[config.mk]
export PLATFORM = sky130hd
export DESIGN_NAME = stack_ctrl
export DESIGN_NICKNAME = d
export VERILOG_FILES = /design/src/rtl/stack_ctrl_pkg.sv /design/src/rtl/stack_rr_arb2.sv /design/src/rtl/stack_ctrl.sv
export SDC_FILE = /design/constraint.sdc
export NUM_CORES = 1
export LEC_CHECK = 0
export BUFFER_PORTS_ARGS = -buffer_cell sky130_fd_sc_hd__buf_2
export CORE_MARGIN = 4
export CORE_UTILIZATION = 46
export DETAILED_ROUTE_END_ITERATION = 6
export MAX_ROUTING_LAYER = met4
export PLACE_DENSITY = 0.73
export SETUP_SLACK_MARGIN = 0.05
export SLEW_MARGIN = 40
export SYNTH_ARGS = -nofsm -noshare
export SYNTH_HDL_FRONTEND = slang
export SYNTH_SLANG_ARGS = --single-unit
[constraint.sdc]
create_clock -name clk -period 3.5 [get_ports clk]
set_clock_uncertainty 0.15 [all_clocks]
set_input_delay 0.175 -clock clk [delete_from_list [all_inputs] [get_ports clk]]
set_output_delay 0.175 -clock clk [all_outputs]
set_load 0.02 [all_outputs]
[src/rtl/stack_ctrl_pkg.sv]
// rtl/stack_ctrl_pkg.sv - opcodes, FSM encodings and helpers shared by the stack controller
package stack_ctrl_pkg;

    localparam logic [2:0] OP_PEEK       = 3'b000;
    localparam logic [2:0] OP_PUSH       = 3'b001;
    localparam logic [2:0] OP_POP        = 3'b010;
    localparam logic [2:0] OP_WRITE      = 3'b011;
    localparam logic [2:0] OP_PUSH_WRITE = 3'b101;
    localparam logic [2:0] OP_POP_WRITE  = 3'b110;

    localparam logic [1:0] ST_IDLE  = 2'd0;
    localparam logic [1:0] ST_ISSUE = 2'd1;
    localparam logic [1:0] ST_RESP  = 2'd2;

    function automatic logic op_is_legal(input logic [2:0] op);
        return (op != 3'b100) && (op != 3'b111);
    endfunction

endpackage

[src/rtl/stack_rr_arb2.sv]
// rtl/stack_rr_arb2.sv - two-request round-robin arbiter with one-hot grant
module stack_rr_arb2 (
    input  logic       clk,
    input  logic       rst_n,
    input  logic [1:0] req,
    input  logic       advance,
    output logic [1:0] grant
);

    logic prio_q;
    logic prio_d;

    // With no or both requests the grant points at prio, so an idle port still shows a ready.
    always_comb begin
        case (req)
            2'b01:   grant = 2'b01;
            2'b10:   grant = 2'b10;
            default: grant = prio_q ? 2'b10 : 2'b01;
        endcase
    end

    always_comb begin
        prio_d = prio_q;
        if (advance) begin
            prio_d = grant[0];
        end
    end

    always_ff @(posedge clk or negedge rst_n) begin
        if (!rst_n) begin
            prio_q <= 1'b0;
        end else begin
            prio_q <= prio_d;
        end
    end

endmodule

[src/rtl/stack_ctrl.sv]
// rtl/stack_ctrl.sv - two-port command sequencer driving the strobes of an external shift stack
module stack_ctrl
    import stack_ctrl_pkg::*;
#(
    parameter int N  = 5,
    parameter int DW = $clog2(N + 1)
) (
    input  logic          clk,
    input  logic          reset,
    input  logic [1:0]    req_valid,
    output logic [1:0]    req_ready,
    input  logic [2:0]    req_op0,
    input  logic [2:0]    req_op1,
    input  logic          req_data0,
    input  logic          req_data1,
    output logic          rsp_valid,
    input  logic          rsp_ready,
    output logic          rsp_id,
    output logic          rsp_data,
    output logic          rsp_err,
    output logic          stk_push,
    output logic          stk_pop,
    output logic          stk_wr_en,
    output logic          stk_wr_data,
    input  logic [N-1:0]  stk_data,
    output logic [DW-1:0] depth,
    output logic          full,
    output logic          empty
);

    logic [1:0]    state_q, state_d;
    logic [2:0]    op_q, op_d;
    logic          id_q, id_d;
    logic          err_q, err_d;
    logic          push_q, push_d;
    logic          pop_q, pop_d;
    logic          wr_en_q, wr_en_d;
    logic          wr_data_q, wr_data_d;
    logic [DW-1:0] depth_q, depth_d;
    logic          resp_first_q, resp_first_d;
    logic          rsp_data_q, rsp_data_d;

    logic [1:0]    grant;
    logic          hs;
    logic [2:0]    sel_op;
    logic          sel_data;
    logic          cmd_err;
    logic          unused_stk_bits;

    assign unused_stk_bits = ^stk_data;

    stack_rr_arb2 u_arb (
        .clk     (clk),
        .rst_n   (reset),
        .req     (req_valid),
        .advance (hs),
        .grant   (grant)
    );

    assign req_ready = (state_q == ST_IDLE) ? grant : 2'b00;
    assign hs        = |(req_valid & req_ready);
    assign sel_op    = grant[1] ? req_op1   : req_op0;
    assign sel_data  = grant[1] ? req_data1 : req_data0;

    assign full  = (depth_q == DW'(N));
    assign empty = (depth_q == '0);

    always_comb begin
        cmd_err = !op_is_legal(sel_op);
        if ((sel_op == OP_PUSH || sel_op == OP_PUSH_WRITE) && full) begin
            cmd_err = 1'b1;
        end
        if ((sel_op == OP_POP || sel_op == OP_POP_WRITE) && empty) begin
            cmd_err = 1'b1;
        end
    end

    always_comb begin
        state_d      = state_q;
        op_d         = op_q;
        id_d         = id_q;
        err_d        = err_q;
        push_d       = 1'b0;
        pop_d        = 1'b0;
        wr_en_d      = 1'b0;
        wr_data_d    = wr_data_q;
        depth_d      = depth_q;
        resp_first_d = 1'b0;
        // The stack settles on the ISSUE->RESP edge, so its top bit is captured one cycle into RESP.
        rsp_data_d   = resp_first_q ? stk_data[0] : rsp_data_q;
        case (state_q)
            ST_IDLE: begin
                if (hs) begin
                    state_d   = ST_ISSUE;
                    op_d      = sel_op;
                    id_d      = grant[1];
                    err_d     = cmd_err;
                    push_d    = !cmd_err && (sel_op == OP_PUSH || sel_op == OP_PUSH_WRITE);
                    pop_d     = !cmd_err && (sel_op == OP_POP || sel_op == OP_POP_WRITE);
                    wr_en_d   = !cmd_err && (sel_op == OP_WRITE || sel_op == OP_PUSH_WRITE ||
                                             sel_op == OP_POP_WRITE);
                    wr_data_d = sel_data;
                end
            end
            ST_ISSUE: begin
                state_d      = ST_RESP;
                resp_first_d = 1'b1;
                if (!err_q) begin
                    case (op_q)
                        OP_PUSH, OP_PUSH_WRITE: depth_d = depth_q + DW'(1);
                        OP_POP:                 depth_d = depth_q - DW'(1);
                        OP_WRITE: begin
                            if (depth_q == '0) depth_d = DW'(1);
                        end
                        OP_POP_WRITE: begin
                            if (depth_q > DW'(1)) depth_d = depth_q - DW'(1);
                        end
                        default: ;
                    endcase
                end
            end
            ST_RESP: begin
                if (rsp_ready) begin
                    state_d = ST_IDLE;
                end
            end
            default: state_d = ST_IDLE;
        endcase
    end

    always_ff @(posedge clk or negedge reset) begin
        if (!reset) begin
            state_q      <= ST_IDLE;
            op_q         <= OP_PEEK;
            id_q         <= 1'b0;
            err_q        <= 1'b0;
            push_q       <= 1'b0;
            pop_q        <= 1'b0;
            wr_en_q      <= 1'b0;
            wr_data_q    <= 1'b0;
            depth_q      <= '0;
            resp_first_q <= 1'b0;
            rsp_data_q   <= 1'b0;
        end else begin
            state_q      <= state_d;
            op_q         <= op_d;
            id_q         <= id_d;
            err_q        <= err_d;
            push_q       <= push_d;
            pop_q        <= pop_d;
            wr_en_q      <= wr_en_d;
            wr_data_q    <= wr_data_d;
            depth_q      <= depth_d;
            resp_first_q <= resp_first_d;
            rsp_data_q   <= rsp_data_d;
        end
    end

    assign rsp_valid   = (state_q == ST_RESP);
    assign rsp_id      = id_q;
    assign rsp_err     = err_q;
    assign rsp_data    = resp_first_q ? stk_data[0] : rsp_data_q;
    assign stk_push    = push_q;
    assign stk_pop     = pop_q;
    assign stk_wr_en   = wr_en_q;
    assign stk_wr_data = wr_data_q;
    assign depth       = depth_q;

endmodule

# Word-level counts from Yosys, hierarchy flattened
# Cells that the tools add are included.
# classes
n_addsub	2
magnitude_cmp	1
eq_ne	21
n_mux	21
bitwise	2
reduce_logical	20
# ops
op	count
$eq 3x3->1 const B	5
$eq 3x2->1 const B	4
$pmux 3 s4	1
$mux 1	11
$mux 3	3
$mux 2	4
$eq 3x1->1 const B	2
$logic_and 1x1->1	6
$ne 2x2->1 const B	3
$ne 3x3->1 const B	2
$pmux 2 s3	1
$reduce_and 5->1	1
$eq 2x1->1 const B	2
$eq 2x2->1 const B	2
$logic_or 1x1->1	4
$pmux 2 s2	1
$reduce_and 2->1	2
$reduce_bool 4->1	1
$reduce_or 2->1	2
$add 3x1->3 const B	1
$gt 3x1->1 const B	1
$logic_not 3->1	1
$sub 3x1->3 const B	1
$and 2x2->2	1
4 further kinds	5
# totals
regBits	17
inputBits	18
output_inout_bits	15
wordCells	79

# Longest topological paths before layout
# Gate-level depths: netlist (run 1).
# depth
ltp_word	12
mapped_depth	7
depth_no_buf	7

# By module
# Synthesis (run 1) repeated with hierarchy kept, for this count alone.
# unflattened
hier_cells	97
area_unflattened_um2	1047.3
# modules_own_cells
mod	instances	cells_each	area_each_um2	seq_area_each_um2
stack_ctrl	1	85	939.7	400.4
stack_rr_arb2	1	12	107.6	25.0

# Worst setup path before layout (run 1)
# OpenSTA, ideal clock, no wires.
# synth_path
path_kind	register -> register
from	register depth_q[1], in the netlist depth[1]
to	register err_q, in the netlist rsp_err
setup_ps	125
t_arrival_ps	1745
required_time_ps	3225
setup_slack_ps	1480
path_stages_with_launch	7
n_path_buf	0
synth_period_minus_slack_ps	2020
cell_sequence	dfrtp_1 inv_1 ha_1 and2_1 a221oi_1 o211ai_1 mux2_4
# synth_via
elab_chain_len	4
elab_cells_between_ends	6
classes_between	eq/ne (1); mux (2); reduce/logical (3)
# synth_rtl
element	line	rtl
start, declared	stack_ctrl.sv:39	logic [DW-1:0] depth_q, depth_d;
start signal, assigned	stack_ctrl.sv:153	depth_q <= depth_d;
$eq 3x3->1	stack_ctrl.sv:65	assign full = (depth_q == DW'(N));
via full	stack_ctrl.sv:27	output logic full,
$logic_and 1x1->1	stack_ctrl.sv:70	if ((sel_op == OP_PUSH || sel_op == OP_PUSH_WRITE) && full) begin
$mux 1	stack_ctrl.sv:70	
$mux 1	stack_ctrl.sv:73	if ((sel_op == OP_POP || sel_op == OP_POP_WRITE) && empty) begin
end signal, assigned	stack_ctrl.sv:148	err_q <= err_d;
end, declared	stack_ctrl.sv:34	logic err_q, err_d;
# The timed path passes the listed nets, and every way through them passes these cells.
# A chain may end at the register's enable or synchronous reset.

# Worst setup path in the final report (run 1)
# layout_path
from	register depth_q[0], in the netlist depth[0]
to	register err_q, in the netlist rsp_err
# layout_via
elab_chain_len	4
elab_cells_between_ends	6
classes_between	eq/ne (1); mux (2); reduce/logical (3)
# layout_rtl
element	line
$eq 3x3->1	stack_ctrl.sv:65
$logic_and 1x1->1	stack_ctrl.sv:70
$mux 1	stack_ctrl.sv:70
$mux 1 (*)	stack_ctrl.sv:73
# Mark *: on every way between the ends. The rest lies on a longest branch, timed or not.

==> implementation parameters, run 1 <==
Parameter                              Value

Status
  Result of the run ... complete, no violations

Clocking
  CTS root buf ... clkbuf_4
  Max Root-Sink Buffers ... 2
  TritonCTS clock tree ... done
  Clock latency at the later pin of the worst-skew pair ... 0.28 ns
  CTS buffer count ... 3
  Post-cts sizing count ... 0
  Clock Pin Slew Worst Setup and Hold Paths ... 0.10 ns
  H-tree levels ... 1
  Number of sinks on the clock net ... 17

Flow run
  Max-cap viol count ... 0

Timing
  Accumulated negative setup slack ... 0 ns
  Hold Violations, Final ... 0
  Final Worst Setup Slack ... 1.492 ns
  Transition time at the pin with the least slew margin ... 0.6393 ns
  RSZ-0062 raised after global routing ... false
  Tmin final ... 2.008 ns
  Worst Hold Slack ... 0.07487 ns
  Final period util ... 57.37%
  Final Max Slew Viols ... 0
  Setup-violating endpoint count in the final report ... 0
  Fmax achieved ... 0.4981 GHz
  Max-Slew Margin vs Limit ... 56.53%

Yosys
  Primary flip-flop cell chosen by synthesis mapping ... dfrtp_1
  Area share of the largest cell type after synthesis ... 38.95%
  Mapped Avg Cell Area ... 10.30 um^2
  Synthesized netlist cell count ... 106
  Distinct cells, synth ... 30
  Most frequently used cell type in the post-synthesis netlist ... dfrtp_1
  Async SR Flop Fraction ... 100.0%
  Synth Net Count ... 130
  Cell types occupying the most area after synthesis ... dfrtp_1 39%, mux2i_1 7.3%, ha_1 6.9%, mux2_4 6.9%, mux2_2 4.1%
  Sequential element share of the synthesized area ... 38.95%
  Number of enable-type register cells in the synthesized netlist ... 0
  Number of register bits inferred by synthesis ... 17
  Most numerous cell types in the synthesized netlist ... 17 x dfrtp_1, 12 x nand2_1, 10 x inv_1
  Number of warnings printed during yosys synthesis ... 0
  Library cell with the largest summed area after synthesis ... dfrtp_1
  Post-synthesis instance area ... 1092 um^2

Finish
  Synthesis-to-finish area growth ... 21.19%
  Number of nets in the finished design ... 166
  Share of layout cells above drive strength 1 ... 32.62%
  Filler cell count in the final layout ... 212
  Antenna fix cells ... 0

Hold path
  Worst hold path stage count ... 4
  Hold Path Sink ... stk_wr_data
  Worst min-delay path class ... in2reg
  Worst hold start ... req_data0

Worst setup path
  Worst reg2reg setup slack ... 1.49 ns
  Data arrival time of the critical path ... 2.03 ns
  Source of the worst register-to-register timing path ... depth[0]
  Worst Path Required ... 3.53 ns
  Number of cells traversed by the worst register-to-register path ... 6
  Maximum net fanout on the critical path ... 7
  Worst r2r dst ... rsp_err
  Worst setup path category ... reg2reg
  Critical Path Source Type ... register
  Crit path capture type ... register

Die
  Core region area ... 2233 um^2
  Horizontal die dimension ... 56.73 um
  Initial core utilization ... 48.91%
  Die Ht ... 56.73 um
  Die Footprint ... 3218 um^2
  I/O pin count ... 33
  Placement row count ... 17

Placement
  Post-DP HPWL ... 1.772 mm
  Post-place setup slack ... 1.392 ns
  Final estimated routing congestion in global placement ... 0.8686
  Number of buffer cells added on primary ports ... 28

Pwr
  Cell Pwr Density ... 795.8 nW/um^2
  Leakage dissipation ... 0.6792 nW
  Max rail drop VDD ... 0.4746 mV
  Final total power ... 1.053 mW

GRT
  Pin count of the biggest net entering global routing ... 18
  Total global routing overflow ... 0
  Wire length of the first global-routing pass ... 4.077 mm
  Number of antenna violations at the first check in global routing ... 0
  Global routing usage summed across all routing layers ... 16.11%
  Number of global-route vias before repair ... 934

Routing
  Antenna-violating nets left ... 0
  Met2 WL post-DR ... 1.083 mm
  Count of vias placed by the detailed router ... 881
  Wirelength per Cell ... 13.17 um
  Top layer reached by signal wires ... met4
  Met1 layer wirelength in the final routing ... 996 um
  Detailed router's first-iteration violation count ... 21
  Number of design rule violations left after detail routing ... 0
  Vias per cell ... 5.213
  Final wirelength ... 2.226 mm
  Sum of met3 wire segment lengths after detailed routing ... 118 um
  Pre-Repair DR Iteration Count ... 4
-- logic make-up after synthesis --
kind of cell	count (synthesis)	synth area share, %
flip-flops	17	38.95
buffers and inverters	11	4.468
AND/OR/NAND/NOR	38	17.41
AO/OA/AOI/OAI	14	11.11
multiplexers	18	19.59
adder cells (fa/ha/maj)	6	6.873
XOR/XNOR	2	1.604
-- cells in the final DEF, fill, tap and decap left out, types with 2 or more instances in the layout --
| cell | synthesis | layout |
|---|---|---|
| buf_2 | 0 | 28 |
| dfrtp_1 | 17 | 17 |
| nand2_1 | 12 | 12 |
| inv_1 | 10 | 10 |
| mux2i_1 | 8 | 8 |
| nor2b_1 | 6 | 6 |
| ha_1 | 6 | 6 |
| nor3_1 | 5 | 5 |
| nor2_1 | 5 | 5 |
| mux2_4 | 5 | 5 |
| mux2_2 | 4 | 4 |
| nand2b_1 | 3 | 3 |
| nand3_1 | 3 | 3 |
| clkbuf_4 | 0 | 3 |
| dlygate4sd3_1 | 0 | 3 |
| xnor2_1 | 2 | 2 |
| a221oi_1 | 2 | 2 |
| a21o_1 | 2 | 2 |
| o21ai_0 | 2 | 2 |
-- layout make-up --
class / count / area [um^2] / share of cell area [%]
multi-input combinational: 78 / 618.1 / 46.69
sequential: 17 / 425.4 / 32.14
timing repair buffer: 31 / 170.2 / 12.85
inverter: 11 / 48.80 / 3.686
tap: 28 / 35.03 / 2.647
clock buffer: 4 / 26.28 / 1.985
-- critical path, cell delays in order (launching register included) --
cell and delay (ns):
dfrtp_1 0.47, inv_1 0.09, ha_1 0.21, nor2b_1 0.17, a221oi_1 0.38, o211ai_1 0.16
mux2_4 0.27
-- stage by stage --
step | std cells | instance area (um^2) | utilization (%)
after floorplan | 106 | 1092 | -
after global placement | 162 | 1267 | 56.75
after detailed placement | 162 | 1267 | 56.75
after CTS | 169 | 1324 | 59.27
after global routing | 169 | 1324 | 59.27
final | 169 | 1324 | 59.27
-- timing repair --
item	CTS	global route
setup buffers	0	0
hold buffers	3	0
endpoints found under the hold margin	19	0
-- flip-flops by register name, summed over array words and instances, names as in the netlist --
signal and count:
resp_first_q 1, stk_push 1, rsp_err 1, rsp_id 1
depth 3, stk_wr_en 1, u_arb.prio_q 1, stk_wr_data 1
stk_pop 1, state_q 2, op_q 3, rsp_data_q 1
-- metal layers --
metal	vias to the layer above	track usage [%]
met3	2	2.299
met2	27	26.73
met5	-	-
met4	0	4.967
li1	442	-
met1	410	20.25
-- where the power goes --
part	internal (mW)	switching (mW)
Clock	0.0442	0.0583
Sequential	0.279	0.0830
Combinational	0.263	0.326
Total	0.586	0.467
-- worst max-delay path by stage --
| stage | startpoint | end | slack (ns) |
|---|---|---|---|
| 3_5_place_dp | req_valid[0] | rsp_err | 1.39 |
| 6_report | depth[0] | rsp_err | 1.49 |
| 3_3_place_gp | req_valid[0] | rsp_err | 1.41 |
| 4_1_cts | depth[0] | rsp_err | 1.48 |
| 5_1_grt | depth[0] | rsp_err | 1.29 |
| 2_1_floorplan | depth[1] | rsp_err | 1.48 |
No activity file was read; power rests on OpenSTA's default activity.
==> inputs of run 2 (changes only) <==
- ABC_AREA: default -> 1
- PLACE_DENSITY: 0.73 -> 0.72
- clock period: 3.5 -> 2.05 ns (I/O delays scaled with it)
==> implementation parameters, run 2 <==
Parameter                              Value

Worst setup path
  Source of the worst register-to-register timing path ... state_q[0]
  Worst reg2reg setup slack ... 0.44 ns
  Worst r2r dst ... rsp_err
  Crit-path cells ... inv_1 > ha_1 > nand2_1 > inv_1 > buf_2
  Number of cells traversed by the worst register-to-register path ... 7
  Number of gates on the worst path with buffers counted ... 5
  Most Frequent Cell on Critical Path ... inv_1
  Crit path from ... depth[0]
  Critical Path Source Type ... register
  Critical path's largest stage delay ... 0.43 ns
  Maximum net fanout on the critical path ... 5
  Top delay family on crit path ... flip-flops
  WP buf/inv ... 3
  Crit path capture type ... primary output
  Crit-path slowest cell ... dfrtp_1
  Worst setup path category ... reg2out
  End of the critical path ... empty
  Data arrival time of the critical path ... 1.36 ns
  Worst Path Required ... 1.80 ns

Die
  Die Ht ... 58.13 um
  Core region area ... 2297 um^2
  I/O pin count ... 33
  Die Footprint ... 3379 um^2
  Placement row count ... 17
  Horizontal die dimension ... 58.13 um
  Initial core utilization ... 50.33%

Finish
  Antenna fix cells ... 0
  Most frequent standard cell in the layout excluding fill and tap cells ... buf_2
  Count of non-filler cells in the finished layout ... 199
  Synthesis-to-finish area growth ... 20.89%
  Number of nets in the finished design ... 196
  Filler cell count in the final layout ... 223
  Final standard cell area without fillers ... 1398 um^2
  Most frequent cells in the layout ... 28 x buf_2, 26 x nand2_1, 20 x inv_1
  Share of layout cells above drive strength 1 ... 32.16%

GRT
  Number of antenna violations at the first check in global routing ... 0
  Total global routing overflow ... 0
  Pin count of the biggest net entering global routing ... 18
  Wire length of the first global-routing pass ... 3.898 mm
  Number of global-route vias before repair ... 910
  Met1 track demand over resource ... 17.77%
  GRT met3 Usage ... 1.559%
  Met2 track utilization from global routing ... 26.13%
  Global routing usage summed across all routing layers ... 15.36%
  Global route hottest layer ... met2

Pwr
  Clock network fraction of design power ... 9.9%
  Final total power ... 1.764 mW
  Cell Pwr Density ... 1262 nW/um^2
  Switching pwr ... 843.8 uW
  P_int ... 920.3 uW
  Gate power share ... 57.4%
  Leakage dissipation ... 0.7712 nW
  Switching part of the total ... 47.83%
  Max rail drop VDD ... 0.6211 mV
  Register share of total power ... 32.6%

Routing
  Final wirelength ... 2.302 mm
  Antenna-violating nets left ... 0
  Vias per cell ... 4.754
  Wirelength per Cell ... 11.57 um
  Count of vias placed by the detailed router ... 946
  Pre-Repair DR Iteration Count ... 4
  Detailed router's first-iteration violation count ... 19
  Number of design rule violations left after detail routing ... 0

Placement
  Post-DP HPWL ... 1.805 mm
  Final estimated routing congestion in global placement ... 0.7405
  Instance area at placement ... 1311 um^2
  Number of buffer cells added on primary ports ... 28
  Number of placed cells counting well taps ... 189

Timing
  Final Max Slew Viols ... 0
  Hold Violations, Final ... 0
  Max-Slew Margin vs Limit ... 74.37%
  Fmax achieved ... 0.6216 GHz
  Tmin final ... 1.609 ns
  Accumulated negative setup slack ... 0 ns
  Final period util ... 78.47%
  Setup-violating endpoint count in the final report ... 0
  RSZ-0062 raised after global routing ... false
  Transition time at the pin with the least slew margin ... 0.3828 ns
  Worst Hold Slack ... 0.01022 ns

Yosys
  Number of warnings printed during yosys synthesis ... 0
  Most numerous cell types in the synthesized netlist ... 26 x nand2_1, 20 x inv_1, 17 x dfrtp_1
  Async SR Flop Fraction ... 100.0%
  Number of register bits inferred by synthesis ... 17
  Synth Net Count ... 158
  Primary flip-flop cell chosen by synthesis mapping ... dfrtp_1
  Sequential element share of the synthesized area ... 36.80%
  Synthesized netlist cell count ... 134
  Post-synthesis instance area ... 1156 um^2
  Library cell with the largest summed area after synthesis ... dfrtp_1
  Number of enable-type register cells in the synthesized netlist ... 0
  Mapped Avg Cell Area ... 8.628 um^2
  Distinct cells, synth ... 29
  Cell types occupying the most area after synthesis ... dfrtp_1 37%, nand2_1 8.4%, ha_1 6.5%, inv_1 6.5%, nand2_4 4.9%
  Area share of the largest cell type after synthesis ... 36.80%
  Most frequently used cell type in the post-synthesis netlist ... nand2_1

Clocking
  Number of sinks on the clock net ... 17
  Max Root-Sink Buffers ... 2
  Clock latency at the later pin of the worst-skew pair ... 0.28 ns
  TritonCTS clock tree ... done
  Post-cts sizing count ... 0
  H-tree levels ... 1
  # Post-CTS Setup Buffers ... 0
  Clock Pin Slew Worst Setup and Hold Paths ... 0.10 ns
  CTS buffer count ... 3
  CTS root buf ... clkbuf_4

Flow run
  Max-cap viol count ... 0

Hold path
  Worst min-delay path class ... in2reg

Status
  Result of the run ... complete, no violations
-- run 2: cell types whose count changed after synthesis, sizes merged, moves of 3 or more --
cell    previous run  this run
nand3              3         9
inv               11        22
mux2i              9         0
mux2               9         1
nor2               5        16
nand2b             3         0
a31oi              0         3
nand2             12        38
nor3               5         2
o21ai              2         7
nor2b              6         0
-- run 2: how the worst min path moves through the flow --
stage	endpoint	start	slack, ns	cells after the start
floorplan	depth[0]	reset	-0.34	0
global route	stk_wr_data	req_data1	0.01	3
finish	stk_wr_data	req_data1	0.01	3
CTS	stk_wr_data	req_data1	0.0008	3
detailed placement	resp_first_q	reset	-0.11	1
global placement	resp_first_q	reset	-0.11	1
-- run 2: power by group through the flow --
stage / logic [mW] / clock network, mW / registers, mW
floorplan: 0.716 / 0 / 0.643
global placement: 0.980 / 0 / 0.574
detailed placement: 1.01 / 0 / 0.582
CTS: 1.03 / 0.186 / 0.575
global route: 1.13 / 0.199 / 0.594
finish: 1.01 / 0.175 / 0.576
-- run 2: worst reg2reg max path, delay by kind of cell, from the launching register on --
family          cells  cell delay (ns)
simple gates        6             0.69
flops               1             0.43
compound gates      1             0.24
-- run 2: logic make-up after synthesis --
family	synth area share, %
simple gates	34.20
flops	36.80
xor+xnor	1.515
mux	0.9740
buf+inv	8.875
fa+ha+maj	6.493
compound gates	11.15
-- run 2: timing repair --
action,in CTS,in global routing
endpoints found under the setup margin,0,0
hold buffers,6,0
hold endpoints to repair,21,0
-- run 2: metrics by stage --
stage	utilization [%]	setup WS [ns]
finish	60.84	0.4413
floorplan	-	0.4386
global placement	57.08	0.3476
detailed placement	57.08	0.2541
global route	60.84	0.2848
CTS	60.84	0.4167
-- run 2: final cells by class --
type | instances | area (um^2) | share of cell area (%)
multi-input cells | 94 | 628.1 | 44.94
flip-flops and latches | 17 | 425.4 | 30.44
repair buffers | 34 | 200.2 | 14.32
inverters | 22 | 82.58 | 5.909
well taps | 28 | 35.03 | 2.507
clock buffers | 4 | 26.28 | 1.880
-- run 2: metal layers --
metal	vias to the layer above	part of all wire, %
li1	499	-
met1	426	43
met2	19	51
met3	2	4.3
met4	0	1.3
met5	-	0
==> inputs of run 3 (changes only) <==
- clock period: 2.05 -> 1.7 ns (I/O delays scaled with it)
==> implementation parameters, run 3 (synthesis results as in run 2) <==
Parameter                              Value

GRT
  Total global routing overflow ... 0
  Number of global-route vias before repair ... 979
  Global routing usage summed across all routing layers ... 16.29%
  Wire length of the first global-routing pass ... 4.140 mm
  Pin count of the biggest net entering global routing ... 18
  Number of antenna violations at the first check in global routing ... 0

Timing
  RSZ-0062 raised after global routing ... false
  Hold Violations, Final ... 0
  Max-Slew Margin vs Limit ... 74.35%
  Accumulated negative setup slack ... 0 ns
  Final Worst Setup Slack ... 0.1325 ns
  Fmax achieved ... 0.6379 GHz
  Tmin final ... 1.568 ns
  Setup-violating endpoint count in the final report ... 0
  Final Max Slew Viols ... 0
  Final period util ... 92.21%
  Transition time at the pin with the least slew margin ... 0.3847 ns

Pwr
  Clock network fraction of design power ... 9.6%
  Register share of total power ... 31.6%
  Leakage dissipation ... 0.8019 nW
  Cell Pwr Density ... 1515 nW/um^2
  Max rail drop VDD ... 0.8233 mV
  P_int ... 1.166 mW
  Switching part of the total ... 47.28%
  Gate power share ... 58.8%
  Switching pwr ... 1.045 mW

Hold path
  Worst min-delay path class ... in2reg

Routing
  Antenna-violating nets left ... 0
  Count of vias placed by the detailed router ... 982
  Wirelength per Cell ... 11.58 um
  Number of design rule violations left after detail routing ... 0
  Pre-Repair DR Iteration Count ... 4
  Vias per cell ... 4.790
  Detailed router's first-iteration violation count ... 21
  Final wirelength ... 2.373 mm

Placement
  Number of buffer cells added on primary ports ... 28
  Post-DP HPWL ... 1.839 mm
  Instance area at placement ... 1319 um^2
  Number of placed cells counting well taps ... 190
  Post-place setup slack ... -0.006939 ns
  Final estimated routing congestion in global placement ... 0.7411

Clocking
  TritonCTS clock tree ... done
  CTS root buf ... clkbuf_4
  Clock latency at the later pin of the worst-skew pair ... 0.29 ns
  Number of sinks on the clock net ... 17
  H-tree levels ... 1
  CTS buffer count ... 3
  Max Root-Sink Buffers ... 2
  Clock Pin Slew Worst Setup and Hold Paths ... 0.11 ns

Worst setup path
  Crit-path slowest cell ... dfrtp_2
  Data arrival time of the critical path ... 1.33 ns
  Crit-path cells ... buf_4 > ha_1 > nand2_1 > inv_1 > buf_2
  Maximum net fanout on the critical path ... 4
  Worst Path Required ... 1.46 ns
  Critical Path Source Type ... register
  Crit path capture type ... primary output
  Worst setup path category ... reg2out
  Critical path's largest stage delay ... 0.44 ns

Finish
  Share of layout cells above drive strength 1 ... 36.72%
  Count of non-filler cells in the finished layout ... 205
  Antenna fix cells ... 0
  Filler cell count in the final layout ... 218
  FF+latch area ... 426.7 um^2
  Number of nets in the finished design ... 202
  Synthesis-to-finish area growth ... 26.19%
  Combined area of the multi-input logic cells ... 639.4 um^2
  Most frequent cells in the layout ... 28 x buf_2, 26 x nand2_1, 18 x inv_1
  Final standard cell area without fillers ... 1459 um^2
  Most frequent standard cell in the layout excluding fill and tap cells ... buf_2

Die
  Placement row count ... 17
  Die Footprint ... 3379 um^2
  Initial core utilization ... 50.33%
  Die Ht ... 58.13 um
  Core region area ... 2297 um^2
  Horizontal die dimension ... 58.13 um
  I/O pin count ... 33

Flow run
  Max-cap viol count ... 0

Status
  Result of the run ... complete, no violations
[run 3: cell type report]
type                            count  share of cell area, %
Multi-Input combinational cell     94                  43.83
Sequential cell                    17                  29.25
Timing Repair Buffer               40                  16.98
Inverter                           22                  5.660
Tap cell                           28                  2.401
Clock buffer                        3                  1.544
Clock inverter                      1                 0.3431
[run 3: power groups by stage]
stage / Sequential [mW] / Combinational, mW / Clock [mW]
6_report: 0.700 / 1.30 / 0.212
4_1_cts: 0.700 / 1.24 / 0.218
5_1_grt: 0.722 / 1.46 / 0.247
3_3_place_gp: 0.692 / 1.18 / 0
3_5_place_dp: 0.710 / 1.22 / 0
2_1_floorplan: 0.775 / 0.864 / 0
[run 3: per-stage QoR]
| stage | utilization [%] | power [mW] | hold slack, ns |
|---|---|---|---|
| 6_report | 63.51 | 2.211 | 0.02602 |
| 5_1_grt | 63.51 | 2.424 | 0.06226 |
| 4_1_cts | 61.66 | 2.155 | 0.02387 |
| 3_5_place_dp | 57.41 | 1.926 | -0.1280 |
| 3_3_place_gp | 57.41 | 1.876 | -0.1272 |
| 2_1_floorplan | - | 1.639 | -0.3606 |
[run 3: per-layer routing]
layer  part of all wire [%]  global-route usage [%]  wire length, um
met5                      0                       -                0
met4                    1.6                   6.954               38
met3                    4.0                   1.559               94
met2                     55                   30.81             1294
met1                     40                   16.90              945
[run 3: timing repair]
| item | 4_1_cts | 5_1_grt |
|---|---|---|
| endpoints found under the setup margin | 0 | 6 |
| hold endpoints to repair | 21 | 0 |
| hold buffers | 7 | 0 |
| gates resized for setup | 0 | 6 |
| setup buffers | 0 | 4 |
[run 3: worst paths after layout]
path                            slack [ns]            to       start  cells after the start
worst max-delay path                  0.13          full    depth[0]                      5
worst min-delay path                  0.03       op_q[0]  req_op0[0]                      5
worst max register to register        0.14      depth[2]    depth[0]                      7
worst min register to register        0.35        rsp_id      rsp_id                      2
max in group asynchronous             1.01      depth[0]       reset                      2
min in group asynchronous             0.08  resp_first_q       reset                      2
[run 3: critical path, delay by kind of cell (launching register included)]
kind	cells	cell delay, ns
flops	1	0.44
buf+inv	3	0.34
simple gates	1	0.07
fa+ha+maj	1	0.21
